`src/rtl/axilite_pkg.sv`:
```
// Shared definitions for the AXI4-Lite memory slave.
// Holds the response codes, the write/read channel state enums and a
// compile-time log2 helper used to size address slices.
package axilite_pkg;

  localparam logic [1:0] RESP_OKAY   = 2'b00;
  localparam logic [1:0] RESP_SLVERR = 2'b10;

  // W_ADDR: address captured, waiting for data.
  // W_DATA: data/strobes captured, waiting for address.
  typedef enum logic [1:0] {
    W_IDLE,
    W_ADDR,
    W_DATA,
    W_RESP
  } wr_state_t;

  typedef enum logic {
    R_IDLE,
    R_DATA
  } rd_state_t;

  // Smallest n with (1 << n) >= value; 0 for value <= 1.
  function automatic int clog2(input int value);
    int result;
    result = 0;
    for (int i = 0; i < 31; i++) begin
      if ((1 << i) < value) result = i + 1;
    end
    return result;
  endfunction

endpackage

```
`src/rtl/axilite_mem_ram.sv`:
```
// Word memory behind the AXI4-Lite slave.
// DEPTH words of DATA_W bits, one synchronous write port with per-byte
// enables and one asynchronous read port. Contents are not reset.
// Ports:
//   clk    in   clock, write on rising edge
//   we     in   write enable for the whole word
//   wstrb  in   byte-lane enables, lane i written only if wstrb[i]
//   waddr  in   write word index
//   wdata  in   write data
//   raddr  in   read word index
//   rdata  out  read data (combinational from raddr)
module axilite_mem_ram #(
  parameter int DATA_W = 32,
  parameter int DEPTH  = 128,
  parameter int IDX_W  = 7
) (
  input  logic                  clk,
  input  logic                  we,
  input  logic [DATA_W/8-1:0]   wstrb,
  input  logic [IDX_W-1:0]      waddr,
  input  logic [DATA_W-1:0]     wdata,
  input  logic [IDX_W-1:0]      raddr,
  output logic [DATA_W-1:0]     rdata
);

  logic [DATA_W-1:0] mem [DEPTH];

  always_ff @(posedge clk) begin
    if (we) begin
      for (int i = 0; i < DATA_W / 8; i++) begin
        if (wstrb[i]) mem[waddr][i*8 +: 8] <= wdata[i*8 +: 8];
      end
    end
  end

  // Read happens before any same-edge write lands, so a capture on the
  // commit edge sees the old word.
  assign rdata = mem[raddr];

endmodule

```
`src/rtl/axilite_mem_s.sv`:
```
// AXI4-Lite slave fronting a byte-enabled word memory.
// Independent write and read channels; AW and W may arrive in either order
// or together; out-of-range accesses answer SLVERR without touching memory
// and reads of them return zero.
// Ports:
//   s_axi_aclk / s_axi_aresetn   clock, asynchronous active-low reset
//   s_axi_aw*                    write address channel (valid/ready/addr)
//   s_axi_w*                     write data channel (valid/ready/data/strb)
//   s_axi_b*                     write response channel (valid/ready/resp)
//   s_axi_ar*                    read address channel (valid/ready/addr)
//   s_axi_r*                     read data channel (valid/ready/data/resp)
module axilite_mem_s
  import axilite_pkg::*;
#(
  parameter int DATA_W = 32,
  parameter int ADDR_W = 32,
  parameter int DEPTH  = 128
) (
  input  logic                  s_axi_aclk,
  input  logic                  s_axi_aresetn,
  input  logic                  s_axi_awvalid,
  output logic                  s_axi_awready,
  input  logic [ADDR_W-1:0]     s_axi_awaddr,
  input  logic                  s_axi_wvalid,
  output logic                  s_axi_wready,
  input  logic [DATA_W-1:0]     s_axi_wdata,
  input  logic [DATA_W/8-1:0]   s_axi_wstrb,
  output logic                  s_axi_bvalid,
  input  logic                  s_axi_bready,
  output logic [1:0]            s_axi_bresp,
  input  logic                  s_axi_arvalid,
  output logic                  s_axi_arready,
  input  logic [ADDR_W-1:0]     s_axi_araddr,
  output logic                  s_axi_rvalid,
  input  logic                  s_axi_rready,
  output logic [DATA_W-1:0]     s_axi_rdata,
  output logic [1:0]            s_axi_rresp
);

  localparam int STRB_W    = DATA_W / 8;
  localparam int ADDR_LSB  = clog2(STRB_W);
  localparam int IDX_W     = clog2(DEPTH);
  localparam int RANGE_LSB = ADDR_LSB + IDX_W;

  // Memory spans exactly 2**RANGE_LSB bytes, so any set bit above that is
  // out of range.
  function automatic logic addr_in_range(input logic [ADDR_W-1:0] addr);
    return (addr >> RANGE_LSB) == '0;
  endfunction

  wr_state_t wr_state, wr_state_next;
  rd_state_t rd_state, rd_state_next;

  // Holds the readies low for the first edge after reset release.
  logic ready_en;

  logic [ADDR_W-1:0] aw_addr_q;
  logic [DATA_W-1:0] wdata_q;
  logic [STRB_W-1:0] wstrb_q;
  logic [1:0]        bresp_q;
  logic [DATA_W-1:0] rdata_q;
  logic [1:0]        rresp_q;

  logic aw_hs, w_hs, ar_hs;
  logic commit, commit_ok, ar_ok;
  logic [ADDR_W-1:0] commit_addr;
  logic [DATA_W-1:0] commit_data;
  logic [STRB_W-1:0] commit_strb;
  logic [DATA_W-1:0] ram_rdata;

  // State register for both channels.
  always_ff @(posedge s_axi_aclk or negedge s_axi_aresetn) begin
    if (!s_axi_aresetn) begin
      wr_state <= W_IDLE;
      rd_state <= R_IDLE;
      ready_en <= 1'b0;
    end else begin
      wr_state <= wr_state_next;
      rd_state <= rd_state_next;
      ready_en <= 1'b1;
    end
  end

  assign aw_hs = s_axi_awvalid & s_axi_awready;
  assign w_hs  = s_axi_wvalid  & s_axi_wready;
  assign ar_hs = s_axi_arvalid & s_axi_arready;

  // Next-state logic.
  always_comb begin
    wr_state_next = wr_state;
    case (wr_state)
      W_IDLE: begin
        if (aw_hs && w_hs) wr_state_next = W_RESP;
        else if (aw_hs)    wr_state_next = W_ADDR;
        else if (w_hs)     wr_state_next = W_DATA;
      end
      W_ADDR:  if (w_hs)  wr_state_next = W_RESP;
      W_DATA:  if (aw_hs) wr_state_next = W_RESP;
      W_RESP:  if (s_axi_bready) wr_state_next = W_IDLE;
      default: wr_state_next = W_IDLE;
    endcase

    rd_state_next = rd_state;
    case (rd_state)
      R_IDLE:  if (ar_hs) rd_state_next = R_DATA;
      R_DATA:  if (s_axi_rready) rd_state_next = R_IDLE;
      default: rd_state_next = R_IDLE;
    endcase
  end

  // Moore output decode of the registered state.
  always_comb begin
    s_axi_awready = 1'b0;
    s_axi_wready  = 1'b0;
    s_axi_bvalid  = 1'b0;
    s_axi_arready = 1'b0;
    s_axi_rvalid  = 1'b0;
    case (wr_state)
      W_IDLE: begin
        s_axi_awready = ready_en;
        s_axi_wready  = ready_en;
      end
      W_ADDR:  s_axi_wready  = 1'b1;
      W_DATA:  s_axi_awready = 1'b1;
      W_RESP:  s_axi_bvalid  = 1'b1;
      default: ;
    endcase
    case (rd_state)
      R_IDLE:  s_axi_arready = ready_en;
      R_DATA:  s_axi_rvalid  = 1'b1;
      default: ;
    endcase
  end

  // The half that arrives second comes straight from the bus; the half that
  // arrived first comes from its holding register.
  always_comb begin
    commit_addr = (wr_state == W_ADDR) ? aw_addr_q : s_axi_awaddr;
    commit_data = (wr_state == W_DATA) ? wdata_q   : s_axi_wdata;
    commit_strb = (wr_state == W_DATA) ? wstrb_q   : s_axi_wstrb;
  end

  assign commit    = (wr_state_next == W_RESP) && (wr_state != W_RESP);
  assign commit_ok = addr_in_range(commit_addr);
  assign ar_ok     = addr_in_range(s_axi_araddr);

  // Holding and response registers.
  always_ff @(posedge s_axi_aclk or negedge s_axi_aresetn) begin
    if (!s_axi_aresetn) begin
      aw_addr_q <= '0;
      wdata_q   <= '0;
      wstrb_q   <= '0;
      bresp_q   <= RESP_OKAY;
      rdata_q   <= '0;
      rresp_q   <= RESP_OKAY;
    end else begin
      if (aw_hs) aw_addr_q <= s_axi_awaddr;
      if (w_hs) begin
        wdata_q <= s_axi_wdata;
        wstrb_q <= s_axi_wstrb;
      end
      if (commit) bresp_q <= commit_ok ? RESP_OKAY : RESP_SLVERR;
      if (ar_hs) begin
        rdata_q <= ar_ok ? ram_rdata : '0;
        rresp_q <= ar_ok ? RESP_OKAY : RESP_SLVERR;
      end
    end
  end

  assign s_axi_bresp = bresp_q;
  assign s_axi_rdata = rdata_q;
  assign s_axi_rresp = rresp_q;

  axilite_mem_ram #(
    .DATA_W (DATA_W),
    .DEPTH  (DEPTH),
    .IDX_W  (IDX_W)
  ) u_ram (
    .clk   (s_axi_aclk),
    .we    (commit & commit_ok),
    .wstrb (commit_strb),
    .waddr (commit_addr[ADDR_LSB +: IDX_W]),
    .wdata (commit_data),
    .raddr (s_axi_araddr[ADDR_LSB +: IDX_W]),
    .rdata (ram_rdata)
  );

endmodule
```
`config.mk`:
```
export PLATFORM = sky130hd
export DESIGN_NAME = axilite_mem_s
export DESIGN_NICKNAME = d
export VERILOG_FILES = /design/src/rtl/axilite_pkg.sv /design/src/rtl/axilite_mem_ram.sv /design/src/rtl/axilite_mem_s.sv
export SDC_FILE = /design/constraint.sdc
export NUM_CORES = 2
export LEC_CHECK = 0
export ABC_AREA = 1
export BUFFER_PORTS_ARGS = -buffer_cell sky130_fd_sc_hd__buf_4
export CAP_MARGIN = 25
export CELL_PAD_IN_SITES_DETAIL_PLACEMENT = 2
export CELL_PAD_IN_SITES_GLOBAL_PLACEMENT = 2
export CORE_ASPECT_RATIO = 0.8
export CORE_MARGIN = 3
export CORE_UTILIZATION = 32
export CTS_BUF_LIST = sky130_fd_sc_hd__clkbuf_8
export DETAILED_ROUTE_END_ITERATION = 8
export PLACE_DENSITY_LB_ADDON = 0.1
export SLEW_MARGIN = 0
export SYNTH_ARGS = -nofsm -noshare
export SYNTH_HDL_FRONTEND = slang
export SYNTH_HIERARCHICAL = 1
export SYNTH_SLANG_ARGS = --single-unit
```
`constraint.sdc`:
```
create_clock -name s_axi_aclk -period 5.47 [get_ports s_axi_aclk]
set_input_delay 0 -clock s_axi_aclk [delete_from_list [all_inputs] [get_ports s_axi_aclk]]
set_output_delay 0 -clock s_axi_aclk [all_outputs]
set_load 0.03 [all_outputs]
```
==> impl_metrics.py <==
metrics = {
    "global_routing": {
        "grt_max_degree": 178,
        "grt_use_total_pct": 23.2,
        "grt_pass1_vias": 126000,
        "grt_pass1_wl_mm": 929,
        "grt-ovfl-total": 0,
        "antenna_found_initial": 46,
    },
    "final_layout": {
        "synthToLayoutAreaGrowth_pct": 14.4,
        "final_net_count": 15100,
        "drive_gt1_share_pct": 9.15,
        "fin_cells": 22700,
    },
    "setup_path": {
        "crit_chain": "inv_2, nand2_1, inv_2, o21ai_1, inv_2, nor3_4, nand2_1, nor2_1",
        "critPathMaxStageDelay_ns": 0.98,
        "path_buf_inv": 3,
        "critPathTopFamily": "simple AND/OR/NAND/NOR gates",
        "worstSetupEndpointType": "flip-flop",
        "worstSetupStartpointType": "flip-flop",
        "required_ns": 6.37,
        "path_max_fanout": 17,
        "cp_data_arrival_time_ns": 6.10,
        "ff2ff_setup_slack_ns": 0.26,
        "slowest_stage": "nor2_1",
        "critical_path_class": "reg2reg",
        "cp_common_cell": "inv_2",
    },
    "yosys": {
        "async_reset_ff_share_pct": 2.48,
        "synth_area_per_cell_sq_um": 11.8,
        "yosys.area.top_type": "edfxtp_1",
        "synthTopCellsByArea": "edfxtp_1 (72%), nand3_1 (12%), nand2_1 (9.8%), dfrtp_1 (1.5%), buf_2 (1.5%)",
        "yosys.cell_count.top_type": "nand2_1",
        "netlist_instances": 14500,
        "yosysWarnings": 6,
        "netlist_top_cells_count": "nand2_1 (4459), edfxtp_1 (4096), nand3_1 (4035)",
        "syn-cell-area_sq_um": 171000,
        "synth_top_area_share_pct": 71.8,
        "synth_cell_types": 31,
        "yosys_register_bits": 4200,
        "ys_seq_area_share_pct": 73.4,
        "synthFlopType": "edfxtp_1",
        "synth-edff-count": 4096,
    },
    "sta": {
        "worstMarginPinSlew_ns": 1.13,
        "setup_viol": 0,
        "slew_headroom_pct": 24.4,
        "fmax_ghz": 0.192,
        "period_share_pct": 95.2,
        "skew_ns": 0.0824,
        "fin_crit_ns": 5.21,
        "hold_viol": 0,
        "final.setup.tns_ns": 0,
        "drv_slew": 0,
        "grt_setup_unrepaired": "no",
    },
    "cts": {
        "cts_made_buffers": 711,
        "htreeDepth": 6,
        "cts_sinks": 4200,
        "clkTransAtPathRegs_ns": 0.06,
        "cts-root-buf": "clkbuf_8",
        "clk_latency_ns": 1.29,
        "clockBufferDepth": 4,
        "post_cts_resize_count": 0,
        "cts_tree": "done",
    },
    "placed_design": {
        "gp_congestion": 0.833,
        "dpl.hpwl_mm": 415,
        "dp_cells": 21100,
        "io_buffers": 141,
    },
    "pwr": {
        "vdd_drop_max_uv": 406,
        "power_density_nw_per_um2": 404,
        "p_leak_nw": 68.6,
    },
    "floorplan": {
        "io_pins": 148,
        "coreArea_sq_um": 531000,
        "die_area_sq_um": 544000,
        "fp.dieH_um": 660,
        "fp-row-count": 239,
        "die_x_um": 824,
        "initial_utilization_pct": 32.2,
    },
    "route": {
        "viasPerCell": 5.23,
        "wl_mm": 648,
        "dr_total_vias": 119000,
        "drc_errors": 0,
        "drt_iter0_markers": 10300,
        "drt-wirelength-per-cell_um": 28.6,
        "drt_first_pass_iters": 5,
        "ant_nets": 0,
    },
    "status": {
        "status": "finished clean",
    },
    "run": {
        "max_cap_violations": 0,
    },
    "hold_path": {
        "min-delay-path-class": "in2reg",
    },
}
what timing repair did:
item	4_1_cts	5_1_grt
hold buffers	277	0
endpoints found under the hold margin	4638	0
setup buffers	0	0
cell type report:
cell class              instances  area (sq um)
inverters                      74           330
diodes                         17          42.5
well taps                    7109          8890
repair buffers                781          7880
fillers                     54900        336000
clock buffers                 744         10200
clock inverters               511          2350
multi-input cells            9230         40500
flip-flops and latches       4200        126000
routing by layer:
metal / up-vias / track usage [%] / part of all wire (%)
met4: 0 / 5.41 / 2.3
met5: - / 0 / 0
li1: 52500 / - / -
met2: 2844 / 36.2 / 45
met1: 62400 / 34.7 / 48
met3: 834 / 2.78 / 4.8
per-stage QoR:
step | setup WS [ns] | power (W) | utilization, % | cell area [sq um] | hold slack, ns
after floorplan | 0.222 | 0.0464 | - | 171000 | -0.296
after global placement | 0.601 | 0.0530 | 33.9 | 180000 | 0.0770
after detailed placement | 0.477 | 0.0534 | 33.9 | 180000 | 0.0874
after CTS | 0.427 | 0.0802 | 36.8 | 196000 | 0.00731
after global routing | 0.120 | 0.0823 | 36.8 | 196000 | 0.228
final | 0.264 | 0.0791 | 36.9 | 196000 | 0.283
state kept, by name, indices dropped and copies added (netlist names):
register     count
aw_addr_q       30
rd_state         1
ready_en         1
s_axi_bresp      1
s_axi_rdata     32
s_axi_rresp      1
u_ram/mem     4096
wdata_q         32
wr_state         2
wstrb_q          4
power breakdown:
part | switching (W) | internal [W]
Sequential | 0.000170 | 0.0397
Combinational | 0.0106 | 0.00254
Clock | 0.0132 | 0.0129
Total | 0.0240 | 0.0552
cell usage in the layout (no fill, tap or decap), types with 104 or more instances in the layout:
cell	synthesis	routed
nand2_1	4459	4453
edfxtp_1	4096	4096
clkinv_1	1	176
nand3_1	4035	4035
inv_1	62	302
nor2_1	602	602
dlygate4sd3_1	0	275
buf_4	123	393
clkbuf_8	0	748
dfrtp_1	104	104
path summary, 6_finish.rpt:
check | startpoint | end | depth (start not counted)
min in group asynchronous | s_axi_aresetn | aw_addr_q[20] | 5
setup / recovery | wr_state[1] | u_ram/mem[22][21] | 8
max in group asynchronous | s_axi_aresetn | wdata_q[18] | 6
hold / removal | s_axi_awaddr[8] | aw_addr_q[8] | 5
hold reg to reg | s_axi_rdata[24] | s_axi_rdata[24] | 2
setup reg to reg | wr_state[1] | u_ram/mem[22][21] | 8
worst reg2reg max path, stage by stage (launching register included):
cell and delay, ns:
dfrtp_1 0.49, inv_2 0.12, nand2_1 0.23, inv_2 0.22
o21ai_1 0.73, inv_2 0.26, nor3_4 0.85, nand2_1 0.94
nor2_1 1.00
cell families (layout without fill, tap and decap cells):
| kind of cell | Yosys count | after routing | synth area share (%) |
|---|---|---|---|
| buf+inv | 1066 | 2110 | 3.23 |
| flops | 4200 | 4200 | 73.4 |
| simple gates | 9113 | 9113 | 23.0 |
| compound gates | 99 | 99 | 0.300 |
| other cells | 2 | 20 | 0.00439 |
| mux | 15 | 15 | 0.121 |
Power figures use the tool's default switching activity.
